==> src/rtl/avl_arbiter_pkg.sv <==
// Shared definitions for the Avalon-MM master-port arbiters.
package avl_arbiter_pkg;

    // Arbiter FSM encoding: idle, or owning the bus on behalf of port D / port I
    typedef enum logic [1:0] {
        ST_IDLE  = 2'd0,
        ST_OWN_D = 2'd1,
        ST_OWN_I = 2'd2
    } arb_state_t;

    // Identity of the last owner, used for round-robin tie breaking
    localparam logic OWNER_D = 1'b0;
    localparam logic OWNER_I = 1'b1;

    // Width of the per-transfer wait-state counter
    localparam int WDOG_W = 8;

endpackage

==> src/rtl/avl_arbiter_watchdog.sv <==
// Per-transfer bus watchdog: counts stalled cycles and flags an abort.
// o_expire is registered and is high in exactly the cycle the counter
// equals TIMEOUT, so the abort and the bus_err pulse line up in one cycle.
module avl_watchdog
    import avl_arbiter_pkg::*;
#(
    parameter int TIMEOUT = 255
) (
    input  logic clk,
    input  logic reset,
    input  logic i_clear,
    input  logic i_enable,
    output logic o_expire
);

    localparam logic [WDOG_W:0]   LP_TO  = (WDOG_W + 1)'(TIMEOUT);
    localparam logic [WDOG_W-1:0] LP_MAX = '1;

    logic [WDOG_W-1:0] r_count;
    logic              r_expire;
    logic [WDOG_W:0]   w_count_inc;

    assign w_count_inc = {1'b0, r_count} + 1'b1;
    assign o_expire    = r_expire;

    // Saturating stall counter; expire is pre-computed one cycle ahead
    always_ff @(posedge clk) begin
        if (!reset) begin
            r_count  <= '0;
            r_expire <= 1'b0;
        end else if (i_clear) begin
            r_count  <= '0;
            r_expire <= 1'b0;
        end else begin
            if (i_enable && (r_count != LP_MAX)) begin
                r_count <= r_count + 1'b1;
            end
            r_expire <= (TIMEOUT != 0) && i_enable && (w_count_inc == LP_TO);
        end
    end

endmodule

==> src/rtl/avl_arbiter.sv <==
// Two-port round-robin arbiter for the core's single Avalon-MM master.
// Port D (data, read/write) and port I (instruction fetch, read only)
// share the bus one transaction at a time; bus signals are muxed
// combinationally so read data returns with no added latency.
module avl_arbiter
    import avl_arbiter_pkg::*;
#(
    parameter int DATA_WIDTH = 32,
    parameter int ADDR_WIDTH = 32,
    parameter int TIMEOUT    = 255
) (
    input  logic                  clk,
    input  logic                  reset,
    // port D (data side)
    input  logic [ADDR_WIDTH-1:0] d_address,
    input  logic [DATA_WIDTH-1:0] d_writedata,
    input  logic [3:0]            d_byteenable,
    input  logic                  d_read,
    input  logic                  d_write,
    output logic [DATA_WIDTH-1:0] d_readdata,
    output logic                  d_waitrequest,
    // port I (instruction fetch)
    input  logic [ADDR_WIDTH-1:0] i_address,
    input  logic                  i_read,
    output logic [DATA_WIDTH-1:0] i_readdata,
    output logic                  i_waitrequest,
    // shared bus
    output logic [ADDR_WIDTH-1:0] address,
    output logic [DATA_WIDTH-1:0] writedata,
    output logic [3:0]            byteenable,
    output logic                  read,
    output logic                  write,
    input  logic [DATA_WIDTH-1:0] readdata,
    input  logic                  waitrequest,
    output logic                  bus_err
);

    arb_state_t r_state;
    logic       r_last;

    logic w_req_d;
    logic w_req_i;
    logic w_own_d;
    logic w_own_i;
    logic w_strobe;
    logic w_expire;
    logic w_wd_clear;
    logic w_wd_enable;

    assign w_req_d = d_read | d_write;
    assign w_req_i = i_read;
    assign w_own_d = (r_state == ST_OWN_D);
    assign w_own_i = (r_state == ST_OWN_I);

    // Owner's strobe is what keeps the grant alive
    assign w_strobe = (w_own_d & w_req_d) | (w_own_i & w_req_i);

    // Counter restarts every idle cycle, so it is zero on entry to OWN_x
    assign w_wd_clear  = (r_state == ST_IDLE);
    assign w_wd_enable = (w_own_d | w_own_i) & waitrequest & w_strobe & ~w_expire;

    avl_watchdog #(
        .TIMEOUT (TIMEOUT)
    ) u_watchdog (
        .clk      (clk),
        .reset    (reset),
        .i_clear  (w_wd_clear),
        .i_enable (w_wd_enable),
        .o_expire (w_expire)
    );

    assign bus_err = w_expire;

    // Grant FSM: round-robin on contention, mandatory idle bubble after each transfer
    always_ff @(posedge clk) begin
        if (!reset) begin
            r_state <= ST_IDLE;
            r_last  <= OWNER_I;
        end else begin
            case (r_state)
                ST_IDLE: begin
                    if (w_req_d && w_req_i) begin
                        r_state <= (r_last == OWNER_I) ? ST_OWN_D : ST_OWN_I;
                    end else if (w_req_d) begin
                        r_state <= ST_OWN_D;
                    end else if (w_req_i) begin
                        r_state <= ST_OWN_I;
                    end
                end
                ST_OWN_D: begin
                    if (w_expire || (w_req_d && !waitrequest)) begin
                        r_state <= ST_IDLE;
                        r_last  <= OWNER_D;
                    end else if (!w_req_d) begin
                        r_state <= ST_IDLE;
                    end
                end
                ST_OWN_I: begin
                    if (w_expire || (w_req_i && !waitrequest)) begin
                        r_state <= ST_IDLE;
                        r_last  <= OWNER_I;
                    end else if (!w_req_i) begin
                        r_state <= ST_IDLE;
                    end
                end
                default: begin
                    r_state <= ST_IDLE;
                end
            endcase
        end
    end

    // Bus/requester mux: owner drives the bus, the other port is stalled
    always_comb begin
        address       = '0;
        writedata     = '0;
        byteenable    = 4'b0000;
        read          = 1'b0;
        write         = 1'b0;
        d_waitrequest = w_req_d;
        i_waitrequest = w_req_i;
        d_readdata    = readdata;
        i_readdata    = readdata;

        case (r_state)
            ST_OWN_D: begin
                address       = d_address;
                writedata     = d_writedata;
                byteenable    = d_byteenable;
                write         = d_write & ~w_expire;
                read          = d_read & ~d_write & ~w_expire;
                d_waitrequest = waitrequest & ~w_expire;
                i_waitrequest = 1'b1;
                if (w_expire) begin
                    d_readdata = '0;
                end
            end
            ST_OWN_I: begin
                address       = i_address;
                byteenable    = 4'b1111;
                read          = i_read & ~w_expire;
                i_waitrequest = waitrequest & ~w_expire;
                d_waitrequest = 1'b1;
                if (w_expire) begin
                    i_readdata = '0;
                end
            end
            default: begin
            end
        endcase

        if (!reset) begin
            d_waitrequest = 1'b1;
            i_waitrequest = 1'b1;
            d_readdata    = '0;
            i_readdata    = '0;
        end
    end

endmodule

==> config.mk <==
export PLATFORM = sky130hd
export DESIGN_NAME = avl_arbiter
export DESIGN_NICKNAME = d
export VERILOG_FILES = /design/src/rtl/avl_arbiter_pkg.sv /design/src/rtl/avl_arbiter_watchdog.sv /design/src/rtl/avl_arbiter.sv
export SDC_FILE = /design/constraint.sdc
export NUM_CORES = 1
export LEC_CHECK = 0
export ABC_AREA = 1
export BUFFER_PORTS_ARGS = -buffer_cell sky130_fd_sc_hd__buf_2
export CORE_AREA = 2 2 107 109
export CTS_BUF_LIST = sky130_fd_sc_hd__clkbuf_8
export CTS_CLUSTER_SIZE = 40
export DETAILED_ROUTE_END_ITERATION = 6
export DIE_AREA = 0 0 109 111
export PLACE_DENSITY = 0.65
export SYNTH_ARGS = -nofsm -noshare
export SYNTH_HDL_FRONTEND = slang
export SYNTH_SLANG_ARGS = --single-unit
export TNS_END_PERCENT = 10
==> constraint.sdc <==
create_clock -name clk -period 1.42 [get_ports clk]
set_input_delay 0.142 -clock clk [delete_from_list [all_inputs] [get_ports clk]]
set_output_delay 0.142 -clock clk [all_outputs]
set_load 0.02 [all_outputs]
==> results of run 1 <==
[report_power, final]
part | total, W | internal [W] | switching (W)
Clock | 0.000396 | 0.000246 | 0.000150
Sequential | 0.000383 | 0.000364 | 0.0000190
Combinational | 0.00277 | 0.00125 | 0.00152
[flip-flops by register name (all words and copies together), names as in the netlist]
signal / cells
r_state: 2
u_watchdog.o_expire: 1
u_watchdog.r_count: 8
r_last: 1
[kinds of logic (layout without fill, tap and decap cells)]
logic type	after synthesis	count (layout)	share of synthesized area
fa+ha+maj	5	5	0.0297
simple gates	188	188	0.420
flops	12	12	0.114
buf+inv	122	402	0.232
xor+xnor	1	1	0.00416
compound gates	50	50	0.200
[worst max path at each step]
stage                          start        endpoint  slack [ns]  cells past startpoint
after floorplan           r_state[1]  d_readdata[10]       -0.15                      7
after global placement    r_state[0]   d_waitrequest       -0.31                      6
after detailed placement  r_state[0]   d_waitrequest       -0.37                      6
after CTS                 r_state[0]   d_waitrequest       -0.30                      6
after global routing      r_state[0]   d_waitrequest       -0.39                      7
final                     r_state[0]   d_waitrequest       -0.34                      6
[routing by layer]
metal,wire [um],GRT usage,share of wire,vias to the layer above
met5,0,0,0,-
met4,95,0.0256,0.0092,0
met3,795,0.0229,0.077,11
met2,5040,0.265,0.49,128
met1,4430,0.207,0.43,1504
li1,-,-,-,1782
[worst register-to-register path, cell delays in order (launching register included)]
cell,delay (ns)
dfxtp_2,0.37
inv_4,0.06
ha_4,0.35
buf_6,0.14
nand2_4,0.05
buf_6,0.12
clkinv_4,0.06
nand2_4,0.05
nor2_4,0.15
nand2_1,0.09
a21oi_2,0.12
[placed cells by master, fill, tap and decap left out, types with 2 or more instances in the layout]
cell type and count:
nor3_2 26, nor2_1 12, buf_4 43, dfxtp_2 2, a21oi_2 4, inv_1 87
clkbuf_8 4, nand2_2 6, ha_1 2, nand2_4 3, inv_4 4, ha_4 2
nor2_4 2, a21oi_1 9, buf_12 9, a32o_2 29, buf_6 50, a32o_1 3
nor2_2 3, inv_2 2, nand3_1 11, o211ai_1 2, buf_2 201, nor3_1 31
nand2_1 81, nor3_4 8, dfxtp_1 10
[layout make-up]
cell class,count,area (sq um)
flip-flops and latches,12,243
clock buffers,4,55.1
repair buffers,304,2100
multi-input cells,244,1700
fillers,1128,6440
inverters,94,368
well taps,143,179
[per-stage QoR]
step | instances | setup WS [ns]
CTS | 800 | -0.301
detailed placement | 794 | -0.367
finish | 801 | -0.341
global route | 801 | -0.392
floorplan | 378 | -0.150
global placement | 794 | -0.311
[timing repair]
action,4_1_cts,5_1_grt
endpoints found under the setup margin,148,148
cloned,1,0
pin swaps,6,11
setup buffers,1,1
hold buffers,0,0
gates resized for setup,127,35
==> metrics.md, run 1 <==
| Metric | Value |
|---|---|
| Syn Inst Count | 378 |
| Synthesis-stage register bit count | 12 |
| Max Cap Viol | 0 |
| Critical path's top delay family | buffers and inverters |
| CTS tree | done |
| Clock-pin slew on the worst setup and hold paths | 0.06 ns |
| WHS Endpoint | r_last |
| Setup violations, final | 147 |
| Largest net degree at the start of global routing | 33 |
| Clock Latency Late Sink | 0.25 ns |
| Area growth, synth to finish | 121% |
| Overall die height | 111 um |
| Die Wd | 109 um |
| Post-route setup slack | -0.341 ns |
| CP max stage cell | dfxtp_2 |
| Seq/Total Area, Yosys | 0.114 |
| Worst path bufs/invs | 3 |
| DR DRC count | 0 |
| R2R Path Start | r_state[0] |
| Largest cells by area after synthesis | inv_1, nor3_1, a32o_1 |
| Die ar. | 0.0121 sq mm |
| Final core utilization | 0.419 |
| Longest Clk Path Bufs | 2 |
| PD cells | 765 mW/mm^2 |
| DR pass1 iterations | 4 |
| R2r endpoint | u_watchdog.r_count[0] |
| Core area | 0.0111 sq mm |
| Final RePlAce weighted congestion | 0.787 |
| Num CTS Buffers | 3 |
| # port buffers | 274 |
| Vias/cell | 4.28 |
| Reg2reg setup slack | -0.19 ns |
| Mapped Area | 0.00210 sq mm |
| Syn nets | 521 |
| Worst-path cell chain | inv_4 > ha_4 > buf_12 > nand2_2 > o211ai_1 > buf_4 |
| Peak VDD IR | 0.000432 V |
| Final min period | 1.76 ns |
| Hold_ws | 0.127 ns |
| Top-count cell post-synth | inv_1 |
| Setup crit start kind | register |
| Share of cells above drive strength 1 | 0.616 |
| CP max stage delay | 0.37 ns |
| Standard-cell rows | 39 |
| Clk Tree Root Cell | clkbuf_8 |
| DRT iter0 DRCs | 274 |
| Antenna Cells | 0 |
| # clock sinks | 12 |
| Vias | 3425 |
| Netlist cell types | 28 |
| Post-synth ARST share | 0 |
| Cells on worst reg2reg path | 10 |
| Fin Clk Skew | 0.00360 ns |
| Syn Area/Cell | 5.57 sq um |
| IO Pins | 275 |
| Yosys top cell area share | 0.164 |
| Hold Path Class | input port to register |
| Period utilisation layout | 1.24 |
| Crit Path Max Fanout | 16 |
| Drt total wl | 10400 um |
| Final instance area | 0.00464 sq mm |
| Yosys top cell by area | inv_1 |
| Slew at the pin with the worst max-slew slack | 0.529 ns |
| DP Area | 0.00405 sq mm |
| Leakage power | 2.87 nW |
| Initial antenna violation count | 0 |
| Final nets | 802 |
| Max-slew headroom | 0.647 |
| EDFF count, synth | 0 |
| Failing checks | setup timing |
| Fmax | 568 MHz |
| Final Hold Fails | 0 |
| Min-delay src | reset |
| Gr ovfl total | 0 |
| RSZ-0062 raised after global routing | true |
| Worst path required time | 1.28 ns |
| WS Path Type | register to output pin |
| First-pass GRT wire length | 15300 um |
| Total Neg Setup Slack | -30.54 ns |
| Synth cell count leaders | inv_1, nand2_1, nor3_1 |
| ANT nets after route | 0 |
| H-tree Lvls | 1 |
| PnR Total Power | 0.00355 W |
| Arrival time worst endpoint | 1.62 ns |
| Status | finished, violations left |
| Post-DP HPWL | 7890 um |
| Synth Flop Type | dfxtp_1 |
| Vias in the first global route | 3038 |
| Hold Path Stages | 2 |
| Ys Warns | 0 |
| Initial core utilization | 0.190 |
| WL/cell | 12.9 um |
| GRT Total Usage | 0.155 |
| Crit end category | output pin |
| Final-report max-slew violation count | 0 |
Note: power is estimated with default switching activity, not from simulation.
==> inputs of run 2 (changes only) <==
- CORE_AREA: 2 2 107 109 -> 2 2 108 110
- DIE_AREA: 0 0 109 111 -> 0 0 110 112
- PLACE_DENSITY: 0.65 -> 0.62
- clock period: 1.42 -> 1.7 ns (I/O delays scaled with it)
==> metrics.md, run 2 (synthesized netlist as in run 1, its figures left out) <==
| Metric | Value |
|---|---|
| Longest Clk Path Bufs | 2 (unchanged) |
| DR DRC count | 0 (unchanged) |
| WL/cell | 13.1 um (was 12.9 um) |
| Initial core utilization | 0.188 (was 0.190) |
| Filler Cells Inserted | 1139 (was 1128) |
| Final RePlAce weighted congestion | 0.852 (was 0.787) |
| Die ar. | 0.0123 sq mm (was 0.0121 sq mm) |
| Clk Tree Root Cell | clkbuf_8 (unchanged) |
| PD cells | 646 mW/mm^2 (was 765 mW/mm^2) |
| Sequential Area | 245 sq um (was 243 sq um) |
| Commonest non-fill, non-tap cell in the layout | buf_2 (unchanged) |
| Num CTS Buffers | 3 (unchanged) |
| Post-DP HPWL | 7680 um (was 7890 um) |
| Largest register FFs | 8 (unchanged) |
| Crit Path Max Fanout | 18 (was 16) |
| Leakage power | 2.65 nW (was 2.87 nW) |
| Overall die height | 112 um (was 111 um) |
| Slew at the pin with the worst max-slew slack | 0.431 ns (was 0.529 ns) |
| Gr ovfl total | 0 (unchanged) |
| Fin Clk Skew | 0.00336 ns (was 0.00360 ns) |
| Final min period | 1.79 ns |
| Worst path required time | 1.53 ns (was 1.28 ns) |
| Vias in the first global route | 2871 (was 3038) |
| Biggest regs | u_watchdog.r_count (8), r_state (2) (unchanged) |
| Standard-cell rows | 39 (unchanged) |
| Max Cap Viol | 0 (unchanged) |
| Core area | 0.0112 sq mm (was 0.0111 sq mm) |
| CP max stage cell | dfxtp_2 (unchanged) |
| Clock-pin slew on the worst setup and hold paths | 0.05 ns (was 0.06 ns) |
| Area growth, synth to finish | 114% (was 121%) |
| CP max stage delay | 0.35 ns (was 0.37 ns) |
| Hold buffers post-CTS | 0 (unchanged) |
| Final nets | 792 (was 802) |
| Peak VDD IR | 0.000381 V (was 0.000432 V) |
| Share of cells above drive strength 1 | 0.592 (was 0.616) |
| GRT Total Usage | 0.140 (was 0.155) |
| Status | finished, violations left (unchanged) |
| Final Hold Fails | 0 (unchanged) |
| DP Area | 0.00368 sq mm (was 0.00405 sq mm) |
| DR pass1 iterations | 4 (unchanged) |
| Worst-path cell chain | inv_4 > ha_4 > buf_12 > buf_16 > a32o_1 > buf_6 (was inv_4 > ha_4 > buf_12 > nand2_2 > o211ai_1 > buf_4) |
| Initial antenna violation count | 1 (was 0) |
| Top reg by flops | u_watchdog.r_count (unchanged) |
| H-tree Lvls | 1 (unchanged) |
| ANT nets after route | 0 (unchanged) |
| Largest net degree at the start of global routing | 39 (was 33) |
| # port buffers | 274 (unchanged) |
| Crit end category | output pin (unchanged) |
| Clock Latency Late Sink | 0.24 ns (was 0.25 ns) |
| Multi-input logic area | 0.00168 sq mm (was 0.00170 sq mm) |
| RSZ-0062 raised after global routing | true (unchanged) |
| Most frequent cells in the layout | buf_2, inv_1, nand2_1, nor3_2, buf_4 (was buf_2, inv_1, nand2_1, buf_6, buf_4) |
| DRT iter0 DRCs | 215 (was 274) |
| Hold Path Class | input port to register (unchanged) |
| Failing checks | setup timing (unchanged) |
| # clock sinks | 12 (unchanged) |
| IO Pins | 275 (unchanged) |
| Post-route setup slack | -0.0892 ns (was -0.341 ns) |
| Max-slew headroom | 0.712 (was 0.647) |
| Vias | 3494 (was 3425) |
| Final instance area | 0.00450 sq mm (was 0.00464 sq mm) |
| Final-report max-slew violation count | 0 (unchanged) |
| Die Wd | 110 um (was 109 um) |
| Drt total wl | 10400 um (about the same) |
| Fmax | 559 MHz |
| Setup violations, final | 35 (was 147) |
| First-pass GRT wire length | 13900 um (was 15300 um) |
| Vias/cell | 4.42 (was 4.28) |
| WS Path Type | register to output pin (unchanged) |
| PnR Total Power | 0.00291 W (was 0.00355 W) |
| Setup crit start kind | register (unchanged) |
| Arrival time worst endpoint | 1.62 ns (about the same) |
| Period utilisation layout | 1.05 |
| CTS tree | done (unchanged) |
==> run 2: final cells by class <==
| type | instances | share of cell area |
|---|---|---|
| Sequential cell | 12 | 0.0545 |
| Inverter | 94 | 0.0823 |
| Tap cell | 143 | 0.0398 |
| Multi-Input combinational cell | 244 | 0.373 |
| Antenna cell | 1 | 0.000556 |
| Timing Repair Buffer | 294 | 0.441 |
| Clock buffer | 3 | 0.00917 |
==> run 2: final timing paths <==
kind | endpoint | slack (ns) | from | depth (start not counted)
max | address[10] | -0.09 | r_state[0] | 6
min | r_last | 0.17 | reset | 2
max reg2reg | u_watchdog.r_count[5] | 0.14 | r_state[0] | 9
min reg2reg | r_last | 0.47 | r_last | 2
==> run 2: worst max-delay path, delay by kind of cell, from the launching register on <==
family	cells	cell delay (ns)
flip-flops	1	0.35
buffers and inverters	4	0.47
AO/OA/AOI/OAI	1	0.28
adder cells (fa/ha/maj)	1	0.27
==> run 2: metrics by stage <==
step / cells / utilization / setup WS (ns) / hold slack (ns) / setup TNS (ns)
floorplan: 378 / - / 0.0439 / 0.254 / 0
global placement: 779 / 0.329 / -0.0320 / 0.417 / -0.0542
detailed placement: 779 / 0.329 / -0.0461 / 0.424 / -0.125
CTS: 786 / 0.355 / -0.0702 / 0.171 / -1.57
global route: 790 / 0.403 / -0.120 / 0.183 / -4.23
finish: 791 / 0.403 / -0.0892 / 0.173 / -1.61
==> run 2: layer usage <==
metal,track usage,wire [um],up-vias
met5,0,0,-
met4,0.0253,123,0
met3,0.0228,730,13
met2,0.256,5420,131
met1,0.169,4110,1586
li1,-,-,1764
==> run 2: repair_timing <==
item,CTS,global route
gates cloned,2,2
pin swaps,4,6
endpoints found under the hold margin,0,0
setup endpoints to repair,105,103
setup buffers,2,2
gates resized for setup,55,133
==> run 2: power by group <==
part	total, W	switching (W)	internal (W)
Clock	0.000256	0.000100	0.000156
Sequential	0.000325	0.0000197	0.000306
Combinational	0.00233	0.00126	0.00106
Total	0.00291	0.00138	0.00152
==> inputs of run 3 (changes only) <==
- MAX_ROUTING_LAYER: default -> met4
==> metrics.md, run 3 (synthesized netlist as in run 1, its figures left out) <==
| Metric | Value |
|---|---|
| Standard-cell rows | 39 (unchanged) |
| Fmax | 560 MHz (was 559 MHz) |
| Status | finished, violations left (unchanged) |
| WS Path Type | register to output pin (unchanged) |
| Post-route setup slack | -0.0851 ns (was -0.0892 ns) |
| CP max stage delay | 0.35 ns (about the same) |
| Vias | 3497 (was 3494) |
| Final-report max-slew violation count | 0 (unchanged) |
| DR DRC count | 0 (unchanged) |
| Largest net degree at the start of global routing | 39 (unchanged) |
| NetSw | 0.00139 W (was 0.00138 W) |
| DR pass1 iterations | 4 (unchanged) |
| CP max stage cell | dfxtp_2 (unchanged) |
| Hold buffers post-CTS | 0 (unchanged) |
| Peak VDD IR | 0.000381 V (about the same) |
| Initial core utilization | 0.188 (unchanged) |
| Comb pwr share | 0.800 (about the same) |
| GRT Total Usage | 0.144 (was 0.140) |
| PD cells | 647 mW/mm^2 (was 646 mW/mm^2) |
| Fin Clk Skew | 0.00418 ns (was 0.00336 ns) |
| Slew at the pin with the worst max-slew slack | 0.431 ns (about the same) |
| Area growth, synth to finish | 114% (unchanged) |
| Share of cells above drive strength 1 | 0.592 (unchanged) |
| Setup violations, final | 35 (unchanged) |
| Final min period | 1.79 ns (about the same) |
| Final nets | 792 (unchanged) |
| Vias in the first global route | 2873 (was 2871) |
| DRT iter0 DRCs | 203 (was 215) |
| Max-slew headroom | 0.713 (was 0.712) |
| Die ar. | 0.0123 sq mm (unchanged) |
| DP Area | 0.00368 sq mm (unchanged) |
| Crit Path Max Fanout | 18 (unchanged) |
| Clk Tree Root Cell | clkbuf_8 (unchanged) |
| Clock-pin slew on the worst setup and hold paths | 0.05 ns (about the same) |
| Most frequent cells in the layout | buf_2, inv_1, nand2_1, nor3_2, buf_4 (unchanged) |
| Sequential Power Share | 0.112 (about the same) |
| Max Cap Viol | 0 (unchanged) |
| Die Wd | 110 um (unchanged) |
| Leakage power | 2.65 nW (unchanged) |
| Num CTS Buffers | 3 (unchanged) |
| Arrival time worst endpoint | 1.62 ns (about the same) |
| Sw frac | 0.476 (about the same) |
| Sequential Area | 245 sq um (unchanged) |
| Top reg by flops | u_watchdog.r_count (unchanged) |
| Longest Clk Path Bufs | 2 (unchanged) |
| Worst path bufs/invs | 4 (unchanged) |
| H-tree Lvls | 1 (unchanged) |
| Filler Cells Inserted | 1139 (unchanged) |
| Clock power share | 0.088 (about the same) |
| ANT nets after route | 0 (unchanged) |
| Hold Path Class | input port to register (unchanged) |
| # clock sinks | 12 (unchanged) |
| Overall die height | 112 um (unchanged) |
| IO Pins | 275 (unchanged) |
| Biggest regs | u_watchdog.r_count (8), r_state (2) (unchanged) |
| Largest register FFs | 8 (unchanged) |
| GR peak layer | met2 (unchanged) |
| Failing checks | setup timing (unchanged) |
| Worst-path cell chain | inv_4 > ha_4 > buf_12 > buf_16 > a32o_1 > buf_6 (unchanged) |
| Int Pwr | 0.00152 W (about the same) |
| Final RePlAce weighted congestion | 0.866 (was 0.852) |
| Gr ovfl total | 0 (unchanged) |
| # port buffers | 274 (unchanged) |
| Final core utilization | 0.403 (unchanged) |
| WL/cell | 13.1 um (about the same) |
| Met1 GRT Util | 0.170 (was 0.169) |
| RSZ-0062 raised after global routing | true (unchanged) |
| Commonest non-fill, non-tap cell in the layout | buf_2 (unchanged) |
| Worst path required time | 1.53 ns (about the same) |
| Met2 Use GR | 0.256 (about the same) |
| Initial antenna violation count | 1 (unchanged) |
| Met3 GRT Util | 0.0228 (unchanged) |
| Core area | 0.0112 sq mm (unchanged) |
| Crit end category | output pin (unchanged) |
| Post-DP HPWL | 7680 um (unchanged) |
| Vias/cell | 4.42 (about the same) |
| Drt total wl | 10400 um (about the same) |
| Final instance area | 0.00450 sq mm (unchanged) |
| Critical path's top delay family | buffers and inverters (unchanged) |
| Setup crit start kind | register (unchanged) |
| Final Hold Fails | 0 (unchanged) |
| Clock Latency Late Sink | 0.24 ns (about the same) |
| First-pass GRT wire length | 13900 um (about the same) |
| Multi-input logic area | 0.00168 sq mm (unchanged) |
| CTS tree | done (unchanged) |
| Period utilisation layout | 1.05 (about the same) |
| Reg2reg setup slack | 0.15 ns (was 0.14 ns) |
run 3: final cells by class:
| class | count | area share |
|---|---|---|
| inverter | 94 | 0.0823 |
| timing repair buffer | 294 | 0.441 |
| sequential | 12 | 0.0545 |
| tap | 143 | 0.0398 |
| antenna | 1 | 0.000556 |
| clock buffer | 3 | 0.00917 |
| multi-input combinational | 244 | 0.373 |
run 3: per-stage QoR:
stage                     setup WS [ns]  hold WS (ns)  power, W  instances  setup TNS (ns)
after floorplan                  0.0439         0.254   0.00141        378               0
after global placement          -0.0320         0.417   0.00202        779         -0.0542
after detailed placement        -0.0461         0.424   0.00202        779          -0.125
after CTS                       -0.0702         0.171   0.00258        786           -1.57
after global routing             -0.119         0.173   0.00310        791           -4.20
final                           -0.0851         0.172   0.00291        791           -1.63
run 3: path summary, 6_finish.rpt:
| kind | cells after the start | start | endpoint |
|---|---|---|---|
| max | 6 | r_state[0] | address[10] |
| min | 2 | reset | r_last |
| max reg2reg | 9 | r_state[0] | u_watchdog.r_count[5] |
| min reg2reg | 2 | r_last | r_last |
run 3: per-layer routing:
| metal | share of wire | vias up |
|---|---|---|
| met4 | 0.012 | 0 |
| met3 | 0.069 | 13 |
| met5 | 0 | - |
| li1 | - | 1767 |
| met2 | 0.52 | 134 |
| met1 | 0.40 | 1583 |
run 3: power groups by stage:
stage,Combinational (W),Sequential [W],Clock [W]
floorplan,0.00109,0.000317,0
global placement,0.00170,0.000319,0
detailed placement,0.00170,0.000320,0
CTS,0.00199,0.000320,0.000269
global route,0.00248,0.000327,0.000286
finish,0.00233,0.000325,0.000257
run 3: what timing repair did:
action	4_1_cts	5_1_grt
gates cloned	2	2
resized for setup	55	133
pin swaps	4	6
setup endpoints to repair	105	103
setup buffers	2	2
